### config.mk
export PLATFORM = sky130hd
export DESIGN_NAME = shift_sequencer16
export DESIGN_NICKNAME = d
export VERILOG_FILES = /design/src/rtl/shift_sequencer16.sv
export SDC_FILE = /design/constraint.sdc
export NUM_CORES = 1
export LEC_CHECK = 0
export BUFFER_PORTS_ARGS = -buffer_cell sky130_fd_sc_hd__buf_4
export CORE_MARGIN = 8
export CORE_UTILIZATION = 45
export CTS_BUF_LIST = sky130_fd_sc_hd__clkbuf_4 sky130_fd_sc_hd__clkbuf_8
export DETAILED_ROUTE_END_ITERATION = 8
export PLACE_DENSITY = 0.78
export SLEW_MARGIN = 20
export SYNTH_ARGS = -nofsm -noshare
export SYNTH_HDL_FRONTEND = slang
export SYNTH_SLANG_ARGS = --single-unit
### constraint.sdc
create_clock -name CLK -period 1.5 [get_ports CLK]
set_input_delay 0.225 -clock CLK [delete_from_list [all_inputs] [get_ports CLK]]
set_output_delay 0.225 -clock CLK [all_outputs]
set_load 0.05 [all_outputs]
### src/rtl/shift_sequencer16.sv
// Multi-cycle shift/rotate controller for an external combinational 16-bit
// single-step shifter: one bit per clock, HOut fed back into the working register.
module shift_sequencer16 #(
  parameter int WIDTH = 16
) (
  input  logic             CLK,
  input  logic             nRST,
  input  logic             Start,
  input  logic [2:0]       Op,
  input  logic [3:0]       Amount,
  input  logic [WIDTH-1:0] Operand,
  output logic             Busy,
  output logic             Done,
  output logic [WIDTH-1:0] Result,
  output logic             Carry,
  output logic [1:0]       ShSelect,
  output logic [WIDTH-1:0] ShB,
  output logic             ShInL,
  output logic             ShInR,
  input  logic [WIDTH-1:0] ShHOut
);

  // state | meaning
  // IDLE  | waiting for Start; shifter passes B
  // SHIFT | one single-bit step per clock, Cnt counts down to 1
  // DONE  | one-cycle Done pulse, Result/Carry valid
  typedef enum logic [1:0] {IDLE, SHIFT, DONE} state_t;

  localparam logic [2:0] OP_LSL = 3'd0;
  localparam logic [2:0] OP_LSR = 3'd1;
  localparam logic [2:0] OP_ASR = 3'd2;
  localparam logic [2:0] OP_ROL = 3'd3;
  localparam logic [2:0] OP_ROR = 3'd4;

  state_t           state, state_next;
  logic [WIDTH-1:0] r;
  logic [3:0]       cnt;
  logic [2:0]       op_reg;
  logic             go_shift;

  // Reserved ops and zero amounts skip SHIFT and return the operand unchanged.
  assign go_shift = (Amount != 4'd0) && (Op <= OP_ROR);

  always_ff @(posedge CLK or negedge nRST) begin
    if (!nRST) state <= IDLE;
    else       state <= state_next;
  end

  always_comb begin
    state_next = state;
    ShSelect   = 2'b00;
    ShInL      = 1'b0;
    ShInR      = 1'b0;
    case (state)
      IDLE: begin
        if (Start) state_next = go_shift ? SHIFT : DONE;
      end
      SHIFT: begin
        if (cnt == 4'd1) state_next = DONE;
        case (op_reg)
          OP_LSL: ShSelect = 2'b01;
          OP_LSR: ShSelect = 2'b10;
          OP_ASR: begin
            ShSelect = 2'b10;
            ShInL    = r[WIDTH-1];
          end
          OP_ROL: begin
            ShSelect = 2'b01;
            ShInR    = r[WIDTH-1];
          end
          OP_ROR: begin
            ShSelect = 2'b10;
            ShInL    = r[0];
          end
          default: ShSelect = 2'b00;
        endcase
      end
      DONE:    state_next = IDLE;
      default: state_next = IDLE;
    endcase
  end

  assign Busy = (state != IDLE);
  assign Done = (state == DONE);
  assign ShB  = r;

  // Result is loaded with the value R takes on entry to DONE, so it is
  // already valid in the Done cycle.
  always_ff @(posedge CLK or negedge nRST) begin
    if (!nRST) begin
      r      <= '0;
      cnt    <= 4'd0;
      op_reg <= 3'd0;
      Carry  <= 1'b0;
      Result <= '0;
    end else begin
      case (state)
        IDLE: begin
          if (Start) begin
            r      <= Operand;
            cnt    <= Amount;
            op_reg <= Op;
            Carry  <= 1'b0;
            if (!go_shift) Result <= Operand;
          end
        end
        SHIFT: begin
          r   <= ShHOut;
          cnt <= cnt - 4'd1;
          if ((op_reg == OP_LSL) || (op_reg == OP_ROL)) Carry <= r[WIDTH-1];
          else                                          Carry <= r[0];
          if (cnt == 4'd1) Result <= ShHOut;
        end
        default: ;
      endcase
    end
  end

endmodule

Word-level counts from Yosys, hierarchy flattened

Index checks and enable logic that the tools add are counted.

$lt $le $gt $ge: 1
Multiplexer cells: 21
Reductions and logical operators: 13
Equal/unequal tests: 10
Add/sub/neg operators: 1

Operators with widths:

| cell                | count |
|---|---|
| $mux 16             | 4 |
| $pmux 16 s2         | 2 |
| $mux 2              | 4 |
| $pmux 2 s2          | 2 |
| $pmux 4 s2          | 1 |
| $eq 3x2->1 const B  | 2 |
| $ne 2x2->1 const B  | 3 |
| $reduce_and 2->1    | 3 |
| $mux 1              | 5 |
| $eq 4x1->1 const B  | 1 |
| $mux 4              | 1 |
| $pmux 1 s2          | 2 |
| $reduce_and 4->1    | 1 |
| $reduce_bool 2->1   | 2 |
| $reduce_bool 4->1   | 1 |
| $sub 4x1->4 const B | 1 |
| $eq 3x1->1 const B  | 1 |
| $eq 3x3->1 const B  | 1 |
| $le 3x3->1 const B  | 1 |
| $logic_not 3->1     | 1 |
| $reduce_or 3->1     | 1 |
| $eq 2x1->1 const B  | 1 |
| $eq 2x2->1 const B  | 1 |
| $logic_not 2->1     | 1 |
| 3 further kinds     | 3 |

Register bits: 42
Output and inout bits: 39

Longest topological paths before layout

Gate-level depths: netlist (run 1).

Depth after elaboration: 5
Depth in mapped cells: 8

Worst setup path after synthesis (run 1)

No wires, ideal clock.

Path type: register -> output
From: register state[1]
To: output port ShInL
Data required time: 1.275 ns
Stages on the path, launching flop included: 6
Setup slack: -0.782 ns
Arrival: 2.057 ns
Cells stage by stage: dfrtp_1 -> buf_2 -> nand2b_1 -> buf_2 -> buf_2 -> nor3_1

Longest elaborated chain between the ends: 2

RTL lines:

| what                   | RTL line | text |
|---|---|---|
| from (decl)            | 35       | `state_t state, state_next;` |
| from (signal assigned) | 46       | `else state <= state_next;` |
| $eq 2x1->1             | 54       | `case (state)` |
| $mux 1                 | 54       |  |
| to (decl)              | 18       | `output logic ShInL,` |

No other way between the ends.

Worst setup path after layout (run 1)

From: register op_reg[1]
To: output port ShInL

Longest elaborated chain between the ends: 3
Elaborated cells between the ends (all ways): 4
Classes of those cells: 2 x eq/ne; 2 x mux

RTL lines:

| what                                     | RTL line | text |
|---|---|---|
| from (decl)                              | 38       | `logic [2:0] op_reg;` |
| from (signal assigned)                   | 102      | `op_reg <= Op;` |
| $eq 3x3->1 or $eq 3x2->1 (tied branches) | 60       | `case (op_reg)` |
| $pmux 1 s2 (*)                           | 60       |  |
| $mux 1 (*)                               | 54       |  |

Mark *: on every way between the ends. The rest lies on a longest branch, timed or not.

==> key figures, run 1 <==
Outcome
  • Status: finished with violations
  • Failing checks: setup timing

Final layout
  • Fillers: 288
  • Layout cells sized above 1: 59.1%
  • Final instance area: 3300 um2
  • Final net count: 346
  • Diodes inserted: 0
  • Area growth, synth to finish: 67.3%

Setup path
  • Worst setup EP type: output port
  • Critical Path Source: op_reg[1]
  • Max FO, Critical Path: 5
  • WP data required: 1.27 ns
  • Crit Path Class: flop to output port
  • Crit start category: flop
  • Flop-to-flop setup slack: -0.02 ns
  • Arrival time worst endpoint: 1.36 ns
  • Origin of the critical flop-to-flop path: cnt[1]

Floorplanning
  • Die height: 82.2 um
  • Die area: 6760 um2
  • IO Pins: 81
  • Core area: 4290 um2
  • Rows: 24
  • Die X: 82.2 um
  • Initial Utilization: 45.9%

Synth
  • Syn nets: 239
  • Synth Flop Type: dfrtp_1
  • Mapped Cells: 195
  • Syn. warnings: 0
  • Syn Area/Cell: 10.1 um2
  • Yosys reg bits: 42
  • Number of flops mapped to enable cells by yosys: 0
  • Sequential area share after synthesis: 53.3%
  • Distinct cells, synth: 28
  • Synth Cell Area: 1970 um2
  • Post-synthesis async set-or-reset flop share: 100%

CTS
  • Worst-Skew Late Latency: 0.30 ns
  • Clock Sinks: 42
  • TritonCTS clock tree: built
  • Max Buffers Root-to-Sink: 2
  • Total CTS buffers: 5
  • CTS H-tree lvls: 2
  • Clock root cell: clkbuf_8
  • Worst-path clk slew: 0.09 ns

Detailed routing
  • Wirelength per Cell: 18.4 um
  • Via count: 1,909
  • Routed Antenna Nets: 0
  • Residual DRC: 0
  • TritonRoute pass-1 iters: 4
  • Drt initial violations: 101
  • Vias per cell: 5.38
  • Final wirelength: 6530 um

Hold path
  • Hold Startpoint: Op[1]
  • Type of the most critical hold path: input port to flop

STA
  • RSZ-0062 raised after global routing: yes
  • Worst slew pin tran: 0.527 ns
  • Setup WS post-layout: -0.0829 ns
  • Final Hold Vio Count: 0
  • Peak Freq: 632 MHz
  • Skew final: 0.0103 ns
  • Slew HR: 64.9%
  • Setup TNS: -0.322 ns
  • Slew Limit Fails: 0
  • Setup violations, final: 13
  • Final period utilization: 106%
  • Min Tclk post-route: 1.58 ns

Global route
  • Global route total overflow: 0
  • Largest net degree at the start of global routing: 43
  • Number of global-route vias before repair: 1,900
  • Global-route wire length before repair: 9340 um
  • Initial antenna violation count: 0
  • Total GRT Usage: 18.1%

Job
  • Max Cap Viol: 0

Placed design
  • GPL Wtd Cong: 0.815
  • Post-DP HPWL: 4190 um
  • Port-buffer cells: 80
  • Placed Area: 2750 um2
[critical path: stages, from the launching register on]
cell and delay (ns):
dfrtp_2 0.43, nand2_2 0.09, nor2_4 0.17, a31oi_4 0.05, nor3_4 0.12, buf_6 0.18
[final cells by class]
| cell class | count | area, um2 | area share (%) |
|---|---|---|---|
| clock inverter | 3 | 21.3 | 0.645 |
| timing repair buffer | 110 | 940 | 28.5 |
| clock buffer | 5 | 68.8 | 2.09 |
| tap | 52 | 65.1 | 1.97 |
| multi-input combinational | 138 | 1120 | 34.1 |
| sequential | 42 | 1060 | 32.0 |
| inverter | 5 | 22.5 | 0.683 |
[metrics by stage]
step                      cells  hold slack (ns)  util (%)  setup slack [ns]
final                       355            0.161      76.8           -0.0829
after global routing        355            0.194      76.8            -0.132
after CTS                   347            0.162      69.7           -0.0487
after detailed placement    330            0.236      64.1            -0.170
after global placement      330            0.236      64.1            -0.108
after floorplan             195          -0.0706         -           -0.0888
[cell usage after synthesis (2+ instances only)]
cell	count	area, um2
nand2b_1	3	18.8
mux2_2	3	33.8
ha_1	2	25.0
nor3_1	3	15.0
dfrtp_1	42	1050
o22a_1	3	26.3
xor2_1	2	17.5
mux2i_1	17	170
nor2_1	9	33.8
o21ai_0	23	115
a21oi_1	36	180
inv_1	5	18.8
clkbuf_1	4	15.0
buf_2	5	25.0
nand2_1	20	75.1
o22ai_1	4	25.0
nand3_1	3	15.0
[cell families after synthesis]
group | after synthesis | share of synthesized area [%]
compound gates | 70 | 19.9
xor+xnor | 2 | 0.888
fa+ha+maj | 2 | 1.27
buf+inv | 17 | 4.69
flops | 42 | 53.3
mux | 20 | 10.3
simple gates | 42 | 9.58
[metal layers]
metal	GRT usage [%]	wire length, um	up-vias
met3	5.63	442	9
met1	21.7	2530	929
met5	0	0	-
met4	5.61	97	0
met2	30.1	3460	66
li1	-	-	905
[path summary, 6_finish.rpt]
kind / endpoint / cells after the start
worst max register to register: Result[14] / 7
min in group asynchronous: cnt[1] / 2
max in group asynchronous: state[1] / 2
worst max-delay path: ShInL / 5
worst min register to register: Carry / 2
worst min-delay path: op_reg[1] / 3
[layout by cell type (no fill, tap or decap), types with 2 or more instances in the layout]
| master | count |
|---|---|
| a21oi_4 | 3 |
| o22a_1 | 3 |
| inv_2 | 2 |
| nor2_1 | 4 |
| nor3_4 | 2 |
| nor2_4 | 3 |
| dfrtp_2 | 4 |
| and2_4 | 3 |
| a21oi_2 | 21 |
| clkbuf_8 | 5 |
| mux2i_2 | 3 |
| mux2i_1 | 11 |
| inv_1 | 2 |
| nand2_1 | 18 |
| mux2i_4 | 3 |
| nand2_2 | 2 |
| buf_4 | 93 |
| xor2_1 | 2 |
| o22ai_1 | 4 |
| buf_8 | 3 |
| o21ai_0 | 21 |
| o21ai_2 | 2 |
| nand3_1 | 3 |
| buf_12 | 3 |
| dfrtp_1 | 38 |
| buf_6 | 9 |
| a21oi_1 | 12 |
| nor2_2 | 2 |
| mux2_2 | 2 |
| nand2b_4 | 2 |
| clkinvlp_4 | 2 |
[repair_timing]
action                     4_1_cts  5_1_grt
hold endpoints to repair        42        0
buffers inserted                 6        7
pin swaps                        1        4
setup endpoints to repair       22       30
gates resized for setup         28       53
hold buffers                     1        0
gates cloned                     2        2
Power of run 1 is not shown: default switching activity piles up to over one toggle a cycle in this logic, so the estimate is an artifact.
==> inputs of run 2 (changes only) <==
CORE_UTILIZATION = 53   (was 45)
HOLD_SLACK_MARGIN = 0.08   (was unset)
PLACE_DENSITY = 0.87   (was 0.78)
clock period = 1.9 ns   (was 1.5 ns; I/O delays follow)
==> run 2 against run 1 <==
Against the previous run:
- the flow now finishes without violations
- cell count shrank 8.5%
- clock-buffer cell count up 1
- via count decreased by 7.1%
- non-clock buffer count fell by 22
- global-route usage is 0.36 points higher
- die area fell by 12%
- first-iteration DRC count fell by 38%
- register-to-register slack improved by 0.14 ns
- final area down 17%
- worst hold slack improved by 0.058 ns
- critical path depth unchanged
- routed wire length shrank 18%
==> key figures, run 2 (synthesized netlist as in run 1, its figures left out) <==
Outcome
  • Status: finished clean

Final layout
  • Commonest non-fill, non-tap cell in the layout: buf_4
  • Final net count: 322 (-6.9%)
  • Most frequent cells in the layout: buf_4 (86), dfrtp_1 (42), a21oi_1 (36)
  • Post-Route Utilization: 76.1% (-0.75 points)
  • Area growth, synth to finish: 39.1%
  • Layout cells sized above 1: 37.2% (-22 points)
  • Diodes inserted: 0 (unchanged)

CTS
  • Clock root cell: clkbuf_8
  • Worst-Skew Late Latency: 0.28 ns (-0.02 ns)
  • Max Buffers Root-to-Sink: 2 (unchanged)
  • Total CTS buffers: 5 (unchanged)
  • CTS H-tree lvls: 2 (unchanged)
  • Clock Sinks: 42 (unchanged)
  • Worst-path clk slew: 0.07 ns (-0.02 ns)
  • Post-CTS setup buffers: 0 (-6)
  • TritonCTS clock tree: built

STA
  • Slew HR: 49.9% (-15 points)
  • Min Tclk post-route: 1.78 ns
  • Setup violations, final: 0 (-13)
  • Worst slew pin tran: 0.748 ns (+0.221 ns)
  • Peak Freq: 561 MHz
  • Final period utilization: 93.8%
  • RSZ-0062 raised after global routing: no
  • Final Hold Vio Count: 0 (unchanged)
  • Slew Limit Fails: 0 (unchanged)
  • Skew final: 0.00262 ns (-0.00763 ns)

Detailed routing
  • Residual DRC: 0 (unchanged)
  • Drt initial violations: 63 (-38%)
  • Final wirelength: 5330 um (-18%)
  • Vias per cell: 5.46 (+1.4%)
  • Wirelength per Cell: 16.4 um (-11%)
  • Via count: 1,773 (-7.1%)
  • Routed Antenna Nets: 0 (unchanged)
  • TritonRoute pass-1 iters: 4 (unchanged)

Floorplanning
  • Die height: 77.0 um (-6.3%)
  • Die area: 5930 um2 (-12%)
  • Core area: 3610 um2 (-16%)
  • IO Pins: 81 (unchanged)
  • Die X: 77.0 um (-6.3%)
  • Initial Utilization: 54.7% (+8.8 points)
  • Rows: 22 (-8.3%)

Placed design
  • Post-DP HPWL: 4010 um (-4.2%)
  • Port-buffer cells: 80 (unchanged)
  • GPL Wtd Cong: 0.847 (+4.0%)

Hold path
  • Type of the most critical hold path: input port to flop

Setup path
  • WP data required: 1.62 ns (+0.35 ns)
  • Crit Path Class: flop to output port
  • Worst setup EP type: output port
  • Arrival time worst endpoint: 1.50 ns (+0.14 ns)
  • Max FO, Critical Path: 9 (+4)
  • Crit start category: flop

Job
  • Max Cap Viol: 0 (unchanged)

Global route
  • Met1 usage: 21.0% (-0.66 points)
  • Layer with the highest usage: met2
  • Initial antenna violation count: 0 (unchanged)
  • Total GRT Usage: 18.4% (+0.36 points)
  • Global route total overflow: 0 (unchanged)
  • Met3 Usage GRT: 5.48% (-0.15 points)
  • Largest net degree at the start of global routing: 43 (unchanged)
  • Met2 Use GR: 31.5% (+1.4 points)
  • Global-route wire length before repair: 9070 um (-3.0%)
  • Number of global-route vias before repair: 1,911 (+0.58%)
[run 2: area by class of cell]
type / count / area, um2
Sequential cell: 42 / 1050
Inverter: 5 / 18.8
Clock buffer: 6 / 82.6
Fill cell: 257 / 863
Multi-Input combinational cell: 136 / 855
Tap cell: 48 / 60.1
Timing Repair Buffer: 88 / 676
[run 2: path summary, 6_finish.rpt]
path                            slack, ns  startpoint  cells past startpoint          to
worst max register to register       0.12      cnt[1]                      7  Result[15]
worst min-delay path                 0.22       Op[1]                      3   op_reg[1]
max in group asynchronous            1.03        nRST                      2   Result[1]
worst min register to register       0.49      ShB[8]                      2      ShB[8]
worst max-delay path                 0.12    state[0]                      5       ShInR
min in group asynchronous            0.51        nRST                      2      cnt[1]
[run 2: repair_timing]
action | CTS | global route
setup endpoints to repair | 0 | 2
hold buffers | 1 | 0
hold endpoints to repair | 42 | 0
gates resized for setup | 0 | 1
[run 2: routing by layer]
metal	wire length, um	share of wire (%)
met5	0	0
met4	106	2.0
met3	408	7.7
met2	2610	49
met1	2200	41
[run 2: stage by stage]
stage | area (um2) | std cells | setup WS (ns) | TNS, ns | hold slack (ns)
detailed placement | 2640 | 318 | 0.159 | 0 | 0.299
global route | 2740 | 325 | 0.00180 | 0 | 0.247
CTS | 2730 | 325 | 0.0420 | 0 | 0.216
global placement | 2640 | 318 | 0.218 | 0 | 0.294
floorplan | 1980 | 195 | -0.0222 | -0.0445 | -0.0106
finish | 2740 | 325 | 0.117 | 0 | 0.219
[run 2: critical path: stages, from the launching register on]
cell	delay, ns
dfrtp_1	0.43
buf_4	0.20
inv_1	0.09
nor2_1	0.13
and3_1	0.16
buf_4	0.19
Power of run 2 is left out for the same reason.
